### config.mk
export PLATFORM = sky130hd
export DESIGN_NAME = ble_packet_tx_flat
export DESIGN_NICKNAME = d
export VERILOG_FILES = /design/src/rtl/ble_packet_tx_if.sv /design/src/rtl/ble_packet_tx.sv /design/src/flat_wrapper.sv
export SDC_FILE = /design/constraint.sdc
export NUM_CORES = 1
export LEC_CHECK = 0
export CAP_MARGIN = 0
export CORE_UTILIZATION = 55
export DETAILED_ROUTE_END_ITERATION = 16
export DONT_BUFFER_PORTS = 1
export GPL_TIMING_DRIVEN = 0
export PLACE_DENSITY_LB_ADDON = 0.3
export SYNTH_ARGS = -nofsm -noshare
export SYNTH_HDL_FRONTEND = slang
export SYNTH_SLANG_ARGS = --single-unit
### constraint.sdc
create_clock -name clk -period 10.06 [get_ports clk]
set_input_delay 2.515 -clock clk [delete_from_list [all_inputs] [get_ports clk]]
set_output_delay 2.515 -clock clk [all_outputs]
set_load 0.02 [all_outputs]
### src/rtl/ble_packet_tx_if.sv
// ---------------------------------------------------------------------------
// ble_packet_tx_if
// Host-side bundle for the BLE 1M packet transmitter.
//   start        : one-cycle packet request (host -> tx)
//   access_addr  : 32-bit access address, latched on start
//   channel      : whitening channel index 0..39, latched on start
//   pdu_len      : PDU length in bytes incl. 2-byte header (2..39)
//   byte_in      : PDU byte offered by the host
//   byte_valid   : byte_in valid
//   byte_ready   : holding register empty while a packet is in progress
//   update/value : bit-period strobe and current on-air bit
//   busy/done    : packet in progress / one-cycle completion pulse
//   error        : one-cycle pulse on bad length or byte underflow
//   tx_en        : I/Q valid
//   I_out/Q_out  : 4-bit square-wave quadrature samples
// ---------------------------------------------------------------------------
interface ble_packet_tx_if;
  logic        start;
  logic [31:0] access_addr;
  logic [5:0]  channel;
  logic [5:0]  pdu_len;
  logic [7:0]  byte_in;
  logic        byte_valid;
  logic        byte_ready;
  logic        update;
  logic        value;
  logic        busy;
  logic        done;
  logic        error;
  logic        tx_en;
  logic [3:0]  I_out;
  logic [3:0]  Q_out;

  modport master (
    output start, access_addr, channel, pdu_len, byte_in, byte_valid,
    input  byte_ready, update, value, busy, done, error, tx_en, I_out, Q_out
  );

  modport slave (
    input  start, access_addr, channel, pdu_len, byte_in, byte_valid,
    output byte_ready, update, value, busy, done, error, tx_en, I_out, Q_out
  );
endinterface

### src/rtl/ble_packet_tx.sv
// ---------------------------------------------------------------------------
// ble_packet_tx
// Builds a BLE 1M packet (preamble, access address, whitened PDU, whitened
// CRC24) from a host byte stream and serialises it at one bit per
// SAMPLES_PER_BIT clocks, with a square-wave FSK I/Q rendering of the stream.
// Ports:
//   clk : system clock
//   rst : synchronous active-high reset
//   bus : ble_packet_tx_if.slave (host handshake, bit stream, status, I/Q)
// ---------------------------------------------------------------------------
module ble_packet_tx #(
  parameter int          SAMPLES_PER_BIT = 16,
  parameter logic [23:0] CRC_INIT        = 24'h555555
) (
  input  logic           clk,
  input  logic           rst,
  ble_packet_tx_if.slave bus
);
  localparam int            SW          = $clog2(SAMPLES_PER_BIT);
  localparam logic [SW-1:0] SAMPLE_LAST = SW'(SAMPLES_PER_BIT - 1);

  typedef enum logic [2:0] {S_IDLE, S_PREAMBLE, S_ACCESS, S_PDU, S_CRC} state_t;

  state_t        r_state, w_state_next;
  logic [8:0]    r_cnt, w_cnt_next;       // bit index inside the current field
  logic [SW-1:0] r_sample;                // clock index inside the bit period
  logic [31:0]   r_aa;
  logic [5:0]    r_len;
  logic [7:0]    r_byte_sr;               // PDU byte currently on air
  logic [7:0]    r_hold;                  // host holding register
  logic          r_full;
  logic [23:0]   r_crc, w_crc_step;
  logic [6:0]    r_white, w_white_step;   // bit i = whitening position i
  logic          r_value, r_busy, r_done, r_error;
  logic [5:0]    r_phase;

  logic       w_bit_end, w_xfer, w_start_ok, w_bad_len, w_pull, w_underflow;
  logic       w_finish, w_load, w_raw, w_whiten, w_value_next, w_crc_fb, w_aa0;
  logic [8:0] w_pdu_last;

  assign w_bit_end  = r_busy && (r_sample == SAMPLE_LAST);
  assign w_xfer     = bus.byte_valid && bus.byte_ready;
  assign w_pdu_last = {r_len, 3'b000} - 9'd1;
  // The first preamble bit is produced before access_addr has been latched.
  assign w_aa0      = (r_state == S_IDLE) ? bus.access_addr[0] : r_aa[0];

  // Next-state / field sequencing
  always_comb begin
    w_state_next = r_state;
    w_cnt_next   = r_cnt;
    w_start_ok   = 1'b0;
    w_bad_len    = 1'b0;
    w_pull       = 1'b0;
    w_underflow  = 1'b0;
    w_finish     = 1'b0;
    case (r_state)
      S_IDLE: begin
        if (bus.start) begin
          if (bus.pdu_len < 6'd2 || bus.pdu_len > 6'd39) begin
            w_bad_len = 1'b1;
          end else begin
            w_start_ok   = 1'b1;
            w_state_next = S_PREAMBLE;
            w_cnt_next   = '0;
          end
        end
      end
      S_PREAMBLE: begin
        if (w_bit_end) begin
          if (r_cnt == 9'd7) begin
            w_state_next = S_ACCESS;
            w_cnt_next   = '0;
          end else begin
            w_cnt_next = r_cnt + 9'd1;
          end
        end
      end
      S_ACCESS: begin
        if (w_bit_end) begin
          w_cnt_next = (r_cnt == 9'd31) ? 9'd0 : r_cnt + 9'd1;
          if (r_cnt == 9'd31) begin
            w_pull       = 1'b1;
            w_state_next = r_full ? S_PDU : S_IDLE;
            w_underflow  = !r_full;
          end
        end
      end
      S_PDU: begin
        if (w_bit_end) begin
          if (r_cnt == w_pdu_last) begin
            w_state_next = S_CRC;
            w_cnt_next   = '0;
          end else begin
            w_cnt_next = r_cnt + 9'd1;
            if (r_cnt[2:0] == 3'd7) begin
              w_pull = 1'b1;
              if (!r_full) begin
                w_underflow  = 1'b1;
                w_state_next = S_IDLE;
                w_cnt_next   = '0;
              end
            end
          end
        end
      end
      S_CRC: begin
        if (w_bit_end) begin
          if (r_cnt == 9'd23) begin
            w_finish     = 1'b1;
            w_state_next = S_IDLE;
            w_cnt_next   = '0;
          end else begin
            w_cnt_next = r_cnt + 9'd1;
          end
        end
      end
      default: w_state_next = S_IDLE;
    endcase
  end

  // Unwhitened bit for the period that starts after this edge
  always_comb begin
    w_raw    = 1'b0;
    w_whiten = 1'b0;
    case (w_state_next)
      S_PREAMBLE: w_raw = w_cnt_next[0] ^ w_aa0;  // alternates into AA[0]
      S_ACCESS:   w_raw = r_aa[w_cnt_next[4:0]];
      S_PDU: begin
        w_raw    = w_pull ? r_hold[0] : r_byte_sr[w_cnt_next[2:0]];
        w_whiten = 1'b1;
      end
      S_CRC: begin
        // Frozen CRC goes out from position 23 down to position 0.
        w_raw    = r_crc[5'd23 - w_cnt_next[4:0]];
        w_whiten = 1'b1;
      end
      default: ;
    endcase
  end

  assign w_load       = w_start_ok || w_bit_end;
  assign w_value_next = w_raw ^ (w_whiten & r_white[6]);
  assign w_crc_fb     = w_raw ^ r_crc[23];
  assign w_crc_step   = {r_crc[22:0], w_crc_fb} ^ (w_crc_fb ? 24'h00065A : 24'h000000);
  // x^7+x^4+1: position 6 feeds back into position 0 and is XORed into 4.
  assign w_white_step = {r_white[5:4], r_white[3] ^ r_white[6], r_white[2:0], r_white[6]};

  always_ff @(posedge clk) begin
    if (rst) begin
      r_state   <= S_IDLE;
      r_cnt     <= '0;
      r_sample  <= '0;
      r_aa      <= '0;
      r_len     <= '0;
      r_byte_sr <= '0;
      r_hold    <= '0;
      r_full    <= 1'b0;
      r_crc     <= CRC_INIT;
      r_white   <= 7'h01;
      r_value   <= 1'b0;
      r_busy    <= 1'b0;
      r_done    <= 1'b0;
      r_error   <= 1'b0;
      r_phase   <= '0;
    end else begin
      r_state <= w_state_next;
      r_cnt   <= w_cnt_next;
      r_busy  <= (w_state_next != S_IDLE);
      r_done  <= w_finish;
      r_error <= w_bad_len | w_underflow;

      if (w_state_next == S_IDLE || !r_busy || r_sample == SAMPLE_LAST)
        r_sample <= '0;
      else
        r_sample <= r_sample + SW'(1);

      if (w_load)
        r_value <= w_value_next;

      if (w_start_ok) begin
        r_aa    <= bus.access_addr;
        r_len   <= bus.pdu_len;
        r_crc   <= CRC_INIT;
        // position0 = 1, positions 1..6 = channel[5]..channel[0]
        r_white <= {bus.channel[0], bus.channel[1], bus.channel[2],
                    bus.channel[3], bus.channel[4], bus.channel[5], 1'b1};
      end else if (w_load) begin
        if (w_state_next == S_PDU)
          r_crc <= w_crc_step;
        if (w_whiten)
          r_white <= w_white_step;
      end

      if (w_pull && r_full)
        r_byte_sr <= r_hold;
      if (w_xfer)
        r_hold <= bus.byte_in;

      // A transfer coinciding with a pull leaves the register full.
      if (w_state_next == S_IDLE) r_full <= 1'b0;
      else if (w_xfer)            r_full <= 1'b1;
      else if (w_pull)            r_full <= 1'b0;

      if (w_state_next == S_IDLE) r_phase <= '0;
      else if (r_busy)            r_phase <= r_value ? r_phase + 6'd1 : r_phase - 6'd1;
    end
  end

  assign bus.byte_ready = !r_full && r_busy;
  assign bus.update     = r_busy && (r_sample == '0);
  assign bus.value      = r_value;
  assign bus.busy       = r_busy;
  assign bus.done       = r_done;
  assign bus.error      = r_error;
  assign bus.tx_en      = r_busy;
  assign bus.I_out      = (r_busy && !r_phase[5]) ? 4'd15 : 4'd0;
  // (phase+16)[5] equals phase[5]^phase[4]: the +16 carries into bit 5 iff bit 4 is set.
  assign bus.Q_out      = (r_busy && !(r_phase[5] ^ r_phase[4])) ? 4'd15 : 4'd0;
endmodule
### src/flat_wrapper.sv
// flat-port wrapper written by rule: the top's interface ports become plain ports
module ble_packet_tx_flat 
#(
  parameter int          SAMPLES_PER_BIT = 16,
  parameter logic [23:0] CRC_INIT        = 24'h555555
)
  (clk, rst, bus_start, bus_access_addr, bus_channel, bus_pdu_len, bus_byte_in, bus_byte_valid, bus_byte_ready, bus_update, bus_value, bus_busy, bus_done, bus_error, bus_tx_en, bus_I_out, bus_Q_out);
  ble_packet_tx_if bus_i ();
  input  logic clk;
  input  logic rst;
  input wire logic [$bits(bus_i.start)-1:0] bus_start;
  input wire logic [$bits(bus_i.access_addr)-1:0] bus_access_addr;
  input wire logic [$bits(bus_i.channel)-1:0] bus_channel;
  input wire logic [$bits(bus_i.pdu_len)-1:0] bus_pdu_len;
  input wire logic [$bits(bus_i.byte_in)-1:0] bus_byte_in;
  input wire logic [$bits(bus_i.byte_valid)-1:0] bus_byte_valid;
  output wire logic [$bits(bus_i.byte_ready)-1:0] bus_byte_ready;
  output wire logic [$bits(bus_i.update)-1:0] bus_update;
  output wire logic [$bits(bus_i.value)-1:0] bus_value;
  output wire logic [$bits(bus_i.busy)-1:0] bus_busy;
  output wire logic [$bits(bus_i.done)-1:0] bus_done;
  output wire logic [$bits(bus_i.error)-1:0] bus_error;
  output wire logic [$bits(bus_i.tx_en)-1:0] bus_tx_en;
  output wire logic [$bits(bus_i.I_out)-1:0] bus_I_out;
  output wire logic [$bits(bus_i.Q_out)-1:0] bus_Q_out;
  assign bus_i.start = bus_start;
  assign bus_i.access_addr = bus_access_addr;
  assign bus_i.channel = bus_channel;
  assign bus_i.pdu_len = bus_pdu_len;
  assign bus_i.byte_in = bus_byte_in;
  assign bus_i.byte_valid = bus_byte_valid;
  assign bus_byte_ready = bus_i.byte_ready;
  assign bus_update = bus_i.update;
  assign bus_value = bus_i.value;
  assign bus_busy = bus_i.busy;
  assign bus_done = bus_i.done;
  assign bus_error = bus_i.error;
  assign bus_tx_en = bus_i.tx_en;
  assign bus_I_out = bus_i.I_out;
  assign bus_Q_out = bus_i.Q_out;
  ble_packet_tx #(.SAMPLES_PER_BIT(SAMPLES_PER_BIT), .CRC_INIT(CRC_INIT)) u_core (.clk(clk), .rst(rst), .bus(bus_i));
endmodule
==> summary by stage, run 1 <==
Drt
The number of iterations in the first detailed-routing pass is 5. The sum of routed wire length over all layers is 16.1 mm. In this run the remaining antenna-violating nets after routing total 0. The detailed router finished its first iteration with 444 violations.

Dividing the detail-routed via count by the number of cells gives 6.10. Across all layers, the routed design uses 5579 vias. After detailed routing, the number of remaining DRC violations is 0. The average wire length per cell after detail routing is 17.6 microns.

Logic synthesis
The synthesized netlist occupies a cell area of 6000 sq um. The number of different library cells in the post-synthesis netlist is 75. The most common cell in the synthesized netlist is sky130_fd_sc_hd__nand2_1.

Summed over all instances, the cell type with the most area after synthesis is sky130_fd_sc_hd__dfxtp_1. The post-synthesis sequential element count is 112. The cell count after synthesis is 763. For this run, asynchronously set or reset flops after synthesis account for 0.

The total nets after synthesis is 829. Yosys printed 0 warnings. The fraction of post-synthesis cell area in the top cell type by area is 0.374. Counting flops with a built-in enable in the synthesized netlist gives 0. The most used flip-flop cell after synthesis is sky130_fd_sc_hd__dfxtp_1. The average instance in the mapped netlist occupies 7.87 sq um. By count the netlist is led by 176 x sky130_fd_sc_hd__nand2_1, 112 x sky130_fd_sc_hd__dfxtp_1, 92 x sky130_fd_sc_hd__a21oi_1. For this run, the register share of the synthesized area comes to 0.374. Ranked by total cell area, the synthesized netlist is headed by sky130_fd_sc_hd__dfxtp_1 37%, sky130_fd_sc_hd__nand2_1 11%, sky130_fd_sc_hd__a21oi_1 7.7%.

Clock tree
The clock passes through at most 2 buffers. Clock tree synthesis inserted a total of 9 buffers. Hold repair after CTS inserted 0 buffers. The H-tree was split into 3 levels. The count of clock tree sinks is 112.

The cell sitting at the root of the clock tree is a sky130_fd_sc_hd__clkbuf_8. The CTS tree is done. At the later pin of the worst-skew pair, clock insertion delay measures 0.39 ns. After clock tree synthesis, the clock-pin slew on the worst setup and hold paths is 0.10 ns. Post-CTS timing repair inserted 0 buffers for setup. The number of gates resized after CTS was 0.

Timing
The time the final worst path needs with I/O delays and setup is 5.85 ns. Measured against its own limit, the worst slew margin works out to 0.208. Setup repair after global routing left no endpoint under its margin. The final clock skew is 0.0166 ns. Setup violations remaining at the end of the flow were counted as 0.

Dividing the final minimum period by the clock period gives 0.581. Derived from the worst setup path, the maximum achievable clock frequency is 0.171 GHz. At the pin with the least slew margin, the transition time is 1.18 ns. The number of slew-limit violations in the final report is 0. In the final timing run, aggregate negative setup slack is 0 ns. The number of hold violations in the final report is 0.

Global routing
The total congestion overflow is 0. The largest net degree at the start of global routing is 20. In the global route stage, met3 resource usage came out at 0.0589. The most congested layer reported by global routing is met2.

The met1 layer usage reported by global route is 0.363. The wire length of the first global-routing pass is 26.0 mm. In the global route stage, met2 resource usage came out at 0.499.

The via count of the first global-routing pass is 5316. The initial antenna violation count was 0. The all-layer global routing usage is 0.295.

Die
The number of primary I/O pins is 71. For this configuration, the core starts out at a cell density of 0.574. The die is 106 microns tall. The floorplan has 37 rows. From left edge to right edge, the die measures 106 microns. The core region is 10500 sq um. The die covers 11300 sq um.

Final layout
0 antenna diodes ended up in the layout. Compared with the post-synthesis result, the final layout area differs by 5.75%. Measured on the finished design, the core utilization comes to 0.607. The share of cells above drive strength 1 is 0.0707. The net count of the finished layout is 840.

Placed design
Port buffering added 0 buffers. The routability congestion estimate from global placement is 0.920. The HPWL after detailed placement is 11.9 mm.

Setup path
Walking the worst path, the cells encountered are or4_4 > a311oi_2 > nand2_1 > nand3_1 > o31a_1 > buf_6 > mux2_4 > nor4_1 > a311oi_1 > a31o_2 > or4_1 > a21oi_1 > o21ai_1. The peak fanout along the critical path is 10. The slowest cell on the critical path is sky130_fd_sc_hd__a311oi_2.

The cell count of the worst reg-to-reg path is 14. In this run the critical register-to-register path is launched from u_core.bus.busy$_SDFF_PP0_. In this run the worst setup path begins at bus_pdu_len[1]. The kind of start point of the critical path is an input pin.

The worst setup path endpoint is u_core.r_crc[10]$_SDFFE_PP1P_. The end of the worst register-to-register path is u_core.r_crc[10]$_SDFFE_PP1P_. The number of buffer and inverter instances along the worst setup path is 1. STA classifies the critical path endpoint as a flop. At the worst endpoint, the arrival time is 6.09 ns. The required time of the critical path is 10.31 ns. The worst setup path category is in -> reg. The flop-to-flop setup slack is 5.68 ns. The largest stage delay on the critical path is 0.54 ns. Broken down by cell family, the worst path's largest delay share belongs to simple AND/OR/NAND/NOR gates. The depth of the critical timing path with buffers and inverters included is 13.

Power and ir drop
Power spread over the standard cell area amounts to 130 nW/um^2. The highest ir drop seen on vdd is 0.000118 V. The standby leakage power is 2.45 nW.

Worst hold path
The worst min-delay path class is reg -> reg.

Run
The tool flagged a number of max-cap violations equal to 0.

Run status
The flow ran to the end, and the final reports show no timing, DRC or antenna violations.
[per-stage QoR]
step	setup slack, ns	hold slack, ns	std cells	area, sq um	total power [W]
final	4.21	0.460	914	6350	0.000824
after global routing	4.09	0.482	914	6350	0.000858
after CTS	4.34	0.463	914	6350	0.000830
after detailed placement	3.94	0.447	899	6170	0.000577
after global placement	3.97	0.442	899	6170	0.000574
after floorplan	4.39	0.430	763	6000	0.000554
[routing by layer]
layer	part of all wire	routed length, microns	vias up
met5	0	0	-
met4	0.025	400	0
met3	0.073	1170	29
met2	0.47	7600	233
met1	0.43	6940	2612
li1	-	-	2705
[area by class of cell]
| type | count | area, sq um |
|---|---|---|
| Clock inverter | 6 | 51.3 |
| Sequential cell | 112 | 2240 |
| Fill cell | 984 | 4120 |
| Buffer | 52 | 268 |
| Clock buffer | 9 | 124 |
| Multi-Input combinational cell | 581 | 3420 |
| Tap cell | 136 | 170 |
| Inverter | 18 | 67.6 |
[cell families after synthesis]
logic type	Yosys count	share of synthesized area
AO/OA/AOI/OAI	191	0.208
XOR/XNOR	26	0.0448
adder cells (fa/ha/maj)	10	0.0221
buffers and inverters	70	0.0559
flip-flops	112	0.374
multiplexers	28	0.0479
AND/OR/NAND/NOR	326	0.248
[worst min-delay path by stage]
stage | from | endpoint | slack, ns | cells past startpoint
global placement | u_core.r_sample[0]$_SDFF_PP0_ | u_core.r_sample[0]$_SDFF_PP0_ | 0.44 | 1
CTS | u_core.r_hold[7]$_SDFFE_PP0P_ | u_core.r_hold[7]$_SDFFE_PP0P_ | 0.46 | 2
finish | u_core.r_aa[7]$_SDFFE_PP0P_ | u_core.r_aa[7]$_SDFFE_PP0P_ | 0.46 | 2
floorplan | u_core.r_sample[0]$_SDFF_PP0_ | u_core.r_sample[0]$_SDFF_PP0_ | 0.43 | 1
detailed placement | u_core.r_hold[7]$_SDFFE_PP0P_ | u_core.r_hold[7]$_SDFFE_PP0P_ | 0.45 | 2
global route | u_core.r_hold[7]$_SDFFE_PP0P_ | u_core.r_hold[7]$_SDFFE_PP0P_ | 0.48 | 2
[state kept, by name, indices dropped and copies added, names as in the netlist, 3 cells and up]
signal	count
u_core.r_state	3
u_core.r_white	7
u_core.r_sample	4
u_core.r_phase	6
u_core.r_byte_sr	8
u_core.r_crc	24
u_core.r_hold	8
u_core.r_aa	32
u_core.r_cnt	9
u_core.r_len	6
[worst reg2reg max path, cell delays in order (launching register included)]
cell,delay (ns)
sky130_fd_sc_hd__dfxtp_1,0.65
sky130_fd_sc_hd__and4_1,0.26
sky130_fd_sc_hd__buf_2,0.20
sky130_fd_sc_hd__nand4_1,0.17
sky130_fd_sc_hd__o22ai_2,0.29
sky130_fd_sc_hd__nand2_1,0.18
sky130_fd_sc_hd__o31ai_2,0.61
sky130_fd_sc_hd__buf_6,0.25
sky130_fd_sc_hd__mux2i_1,0.25
sky130_fd_sc_hd__mux2i_1,0.10
sky130_fd_sc_hd__a22o_1,0.21
sky130_fd_sc_hd__a31o_2,0.30
sky130_fd_sc_hd__or4_1,0.54
sky130_fd_sc_hd__a21oi_1,0.16
sky130_fd_sc_hd__o21ai_1,0.07
[cell usage in the layout (no fill, tap or decap), types with 4 or more instances in the layout]
cell type	Yosys	layout
sky130_fd_sc_hd__nand2_1	176	176
sky130_fd_sc_hd__dfxtp_1	112	112
sky130_fd_sc_hd__a21oi_1	92	92
sky130_fd_sc_hd__nor2_1	56	56
sky130_fd_sc_hd__nand3_1	29	29
sky130_fd_sc_hd__clkbuf_1	26	26
sky130_fd_sc_hd__mux2i_1	25	25
sky130_fd_sc_hd__inv_1	18	18
sky130_fd_sc_hd__o21ai_0	14	14
sky130_fd_sc_hd__xnor2_1	13	13
sky130_fd_sc_hd__o21ai_1	11	11
sky130_fd_sc_hd__xor2_1	10	10
sky130_fd_sc_hd__ha_1	9	9
sky130_fd_sc_hd__clkbuf_8	0	9
sky130_fd_sc_hd__nor3_1	8	8
sky130_fd_sc_hd__a22oi_1	8	8
sky130_fd_sc_hd__or4_1	7	7
sky130_fd_sc_hd__nor2b_1	7	7
sky130_fd_sc_hd__buf_1	7	7
sky130_fd_sc_hd__buf_2	7	7
sky130_fd_sc_hd__nand4_1	7	7
sky130_fd_sc_hd__buf_4	7	7
sky130_fd_sc_hd__and2_1	5	5
sky130_fd_sc_hd__buf_6	5	5
sky130_fd_sc_hd__and3_1	5	5
sky130_fd_sc_hd__a31oi_1	5	5
sky130_fd_sc_hd__a311oi_1	5	5
sky130_fd_sc_hd__o211ai_1	4	4
sky130_fd_sc_hd__o21a_1	4	4
sky130_fd_sc_hd__a32oi_1	4	4
[power by group]
group          internal (W)  switching, W  total [W]
sequential         0.000457     0.0000117   0.000469
clock             0.0000929      0.000163   0.000256
combinational     0.0000358     0.0000633  0.0000991
total              0.000586      0.000238   0.000824
No activity file was read; power rests on OpenSTA's default activity.
==> run 2: changes to the inputs <==
==> constraint.sdc (replaced) <==
create_clock -name clk -period 5.4 [get_ports clk]
set_input_delay 1.35 -clock clk [delete_from_list [all_inputs] [get_ports clk]]
set_output_delay 1.35 -clock clk [all_outputs]
set_load 0.02 [all_outputs]
==> run 2 against run 1 <==
Critical path depth did not move. Critical path type unchanged. Sequential share of layout area did not move. Routed wire length barely moved. Power rose by 87%. Worst hold slack improved by 0.0010 ns. Via count fell by 0.43%. Setup slack got worse by 3.5 ns. Clock skew barely moved. Non-clock buffer count did not move. Die area did not move. Clock power rose by 87%.
==> summary by stage, run 2 (synthesis gave the netlist of run 1 again) <==
Run status
The flow ran to the end, and the final reports show no timing, DRC or antenna violations.

Timing
Setup repair after global routing left no endpoint under its margin. The transition time at the pin with the least slew margin is 1.17 ns. Counting I/O delays and the setup requirement, the final critical path takes 4.70 ns. The final clock skew is 0.0166 ns. The achievable frequency is 0.213 GHz. The number of hold violations in the final report is 0.

Final hold analysis gives a worst-case slack of 0.461 ns. The worst path meets setup with 0.701 ns of slack. The final period utilization is 0.870. For the final routed database, the setup TNS stands at 0 ns. The worst pin sits at a relative slew slack of 0.214. The number of slew-limit violations in the final report was 0. The setup violation total in the final timing report is 0.

Placed design
After legalization and detailed placement, the total HPWL measured 11.9 mm. The worst-case setup slack after placement is 0.445 ns. The number of buffer cells added on primary ports is 0. The routability congestion estimate from global placement is 0.920.

Clock tree
The number of setup buffers added after CTS is 0. The depth of the CTS H-tree is 3. After clock tree synthesis, the clock-pin slew on the worst setup and hold paths is 0.10 ns. At the later pin of the worst-skew pair, clock insertion delay measures 0.40 ns. Post-CTS repair changed the size of 0 cells. The largest buffer count on any clock path is 2. Clock tree synthesis inserted a total of 9 buffers. TritonCTS built the clock tree. The clock tree root buffer cell is sky130_fd_sc_hd__clkbuf_8. The quantity of hold-fixing buffers added after cts is 0. The count of clock tree sinks is 112.

Die
Measured along the x axis, the die boundary spans 106 microns. The die outline area is 11300 sq um. The initialized floorplan defines 37 standard-cell rows.

After floorplanning, the core was sized to cover 10500 sq um. The initial standard-cell utilization of the core is 0.574. The number of primary I/O pins is 71.

The floorplan step set the die height to 106 microns.

Setup path
The worst setup path category is in -> reg. The critical path ends at u_core.r_crc[10]$_SDFFE_PP1P_. The critical path capture point type is a flop. At the worst endpoint, the arrival time is 4.94 ns.

The critical path starts at bus_pdu_len[1]. The end of the worst register-to-register path is u_core.r_crc[10]$_SDFFE_PP1P_. The peak fanout along the critical path is 10. For flop-to-flop paths, the worst setup slack is 1.00 ns. The worst setup path is launched from an input pin. The worst reg2reg path startpoint is u_core.bus.busy$_SDFF_PP0_. The cell count of the worst reg-to-reg path is 14.

For the worst setup path, the data required time is 5.64 ns.

Drt
The routed layout has 5555 vias. The sum of routed wire length over all layers is 16.1 mm. In this run, the number of DRC markers left after iteration 0 of detailed routing was 432.

The remaining design rule violation count is 0. After detailed routing, the average wire length per cell comes to 17.6 microns. The post-detailed-route count of antenna-violating nets is 0. The pre-antenna-repair detailed-routing pass consisted of 7 iterations.

Dividing the detail-routed via count by the number of cells gives 6.08.

Run
The max-cap check violation count is 0.

Final layout
The layout overhead on the synthesized area is 5.75%. The total inserted antenna cells is 0. The leading cell type in the layout, fill and taps excluded is sky130_fd_sc_hd__nand2_1. Of the cells placed in the final design, the portion with a size suffix greater than 1 is 0.0707. The net count of the finished layout is 840. The largest register by flop count is u_core.r_aa. The register with the most flip-flops in the layout has 32 of them. In the layout the commonest cells are 176 x sky130_fd_sc_hd__nand2_1, 112 x sky130_fd_sc_hd__dfxtp_1, 92 x sky130_fd_sc_hd__a21oi_1.

The largest registers in the layout are u_core.r_aa: 32 flops, u_core.r_crc: 24 flops, u_core.r_cnt: 9 flops.

Worst hold path
The worst hold path was traced through 2 stages. The min-delay analysis places its worst path in the category reg -> reg.

Power and ir drop
In this run the power density over the cells is 242 nW/um^2. For this design the static power due to leakage is 2.45 nW. The highest ir drop seen on vdd is 0.000221 V.

Global routing
For this run, global-route usage on met2 was measured as 0.501. The initial antenna violation count is 0. Global routing finished with a remaining overflow of 0. The via count of the first global-routing pass is 5306.

Entering global routing, the biggest net connects 20 pins. The wire length of the first global-routing pass is 26.0 mm. Across every metal layer, demand over resource in global routing totals 0.295. In this run the most used layer during global routing was met2. For this run, global-route usage on met3 was measured as 0.0570. For met1 alone, demand over resource in global routing was 0.364.
-- run 2: how the worst min path moves through the flow --
stage / startpoint / end / slack, ns
floorplan: u_core.r_sample[0]$_SDFF_PP0_ / u_core.r_sample[0]$_SDFF_PP0_ / 0.43
global placement: u_core.r_sample[0]$_SDFF_PP0_ / u_core.r_sample[0]$_SDFF_PP0_ / 0.44
detailed placement: u_core.r_hold[7]$_SDFFE_PP0P_ / u_core.r_hold[7]$_SDFFE_PP0P_ / 0.45
CTS: u_core.r_hold[7]$_SDFFE_PP0P_ / u_core.r_hold[7]$_SDFFE_PP0P_ / 0.46
global route: u_core.r_hold[7]$_SDFFE_PP0P_ / u_core.r_hold[7]$_SDFFE_PP0P_ / 0.48
finish: u_core.r_hold[7]$_SDFFE_PP0P_ / u_core.r_hold[7]$_SDFFE_PP0P_ / 0.46
-- run 2: layer usage --
layer  routed length [microns]  vias up
met5                         0        -
met4                       362        0
met2                      7650      202
li1                          -     2701
met1                      7030     2630
met3                      1070       22
-- run 2: cell type report --
cell class                 count  area [sq um]
fill                         984          4120
multi-input combinational    581          3420
sequential                   112          2240
buffer                        52           268
tap                          136           170
clock buffer                   9           124
inverter                      18          67.6
clock inverter                 6          51.3
-- run 2: report_power, final --
part,switching [W],internal [W]
logic,0.000118,0.0000667
clock network,0.000305,0.000173
registers,0.0000216,0.000852
-- run 2: critical path, stage by stage --
cell and delay (ns):
sky130_fd_sc_hd__or4_4 0.53, sky130_fd_sc_hd__a311oi_2 0.53, sky130_fd_sc_hd__nand2_1 0.14, sky130_fd_sc_hd__nand3_1 0.13, sky130_fd_sc_hd__o31a_1 0.20, sky130_fd_sc_hd__buf_6 0.16, sky130_fd_sc_hd__mux2_4 0.30, sky130_fd_sc_hd__nor4_1 0.30
sky130_fd_sc_hd__a311oi_1 0.14, sky130_fd_sc_hd__a31o_2 0.36, sky130_fd_sc_hd__or4_1 0.55, sky130_fd_sc_hd__a21oi_1 0.17, sky130_fd_sc_hd__o21ai_1 0.08
-- run 2: stage by stage --
step / instance area (sq um) / power (W) / util / cells
6_report: 6350 / 0.00154 / 0.607 / 914
5_1_grt: 6350 / 0.00160 / 0.607 / 914
4_1_cts: 6350 / 0.00155 / 0.607 / 914
3_5_place_dp: 6170 / 0.00108 / 0.590 / 899
3_3_place_gp: 6170 / 0.00107 / 0.590 / 899
2_1_floorplan: 6000 / 0.00103 / - / 763
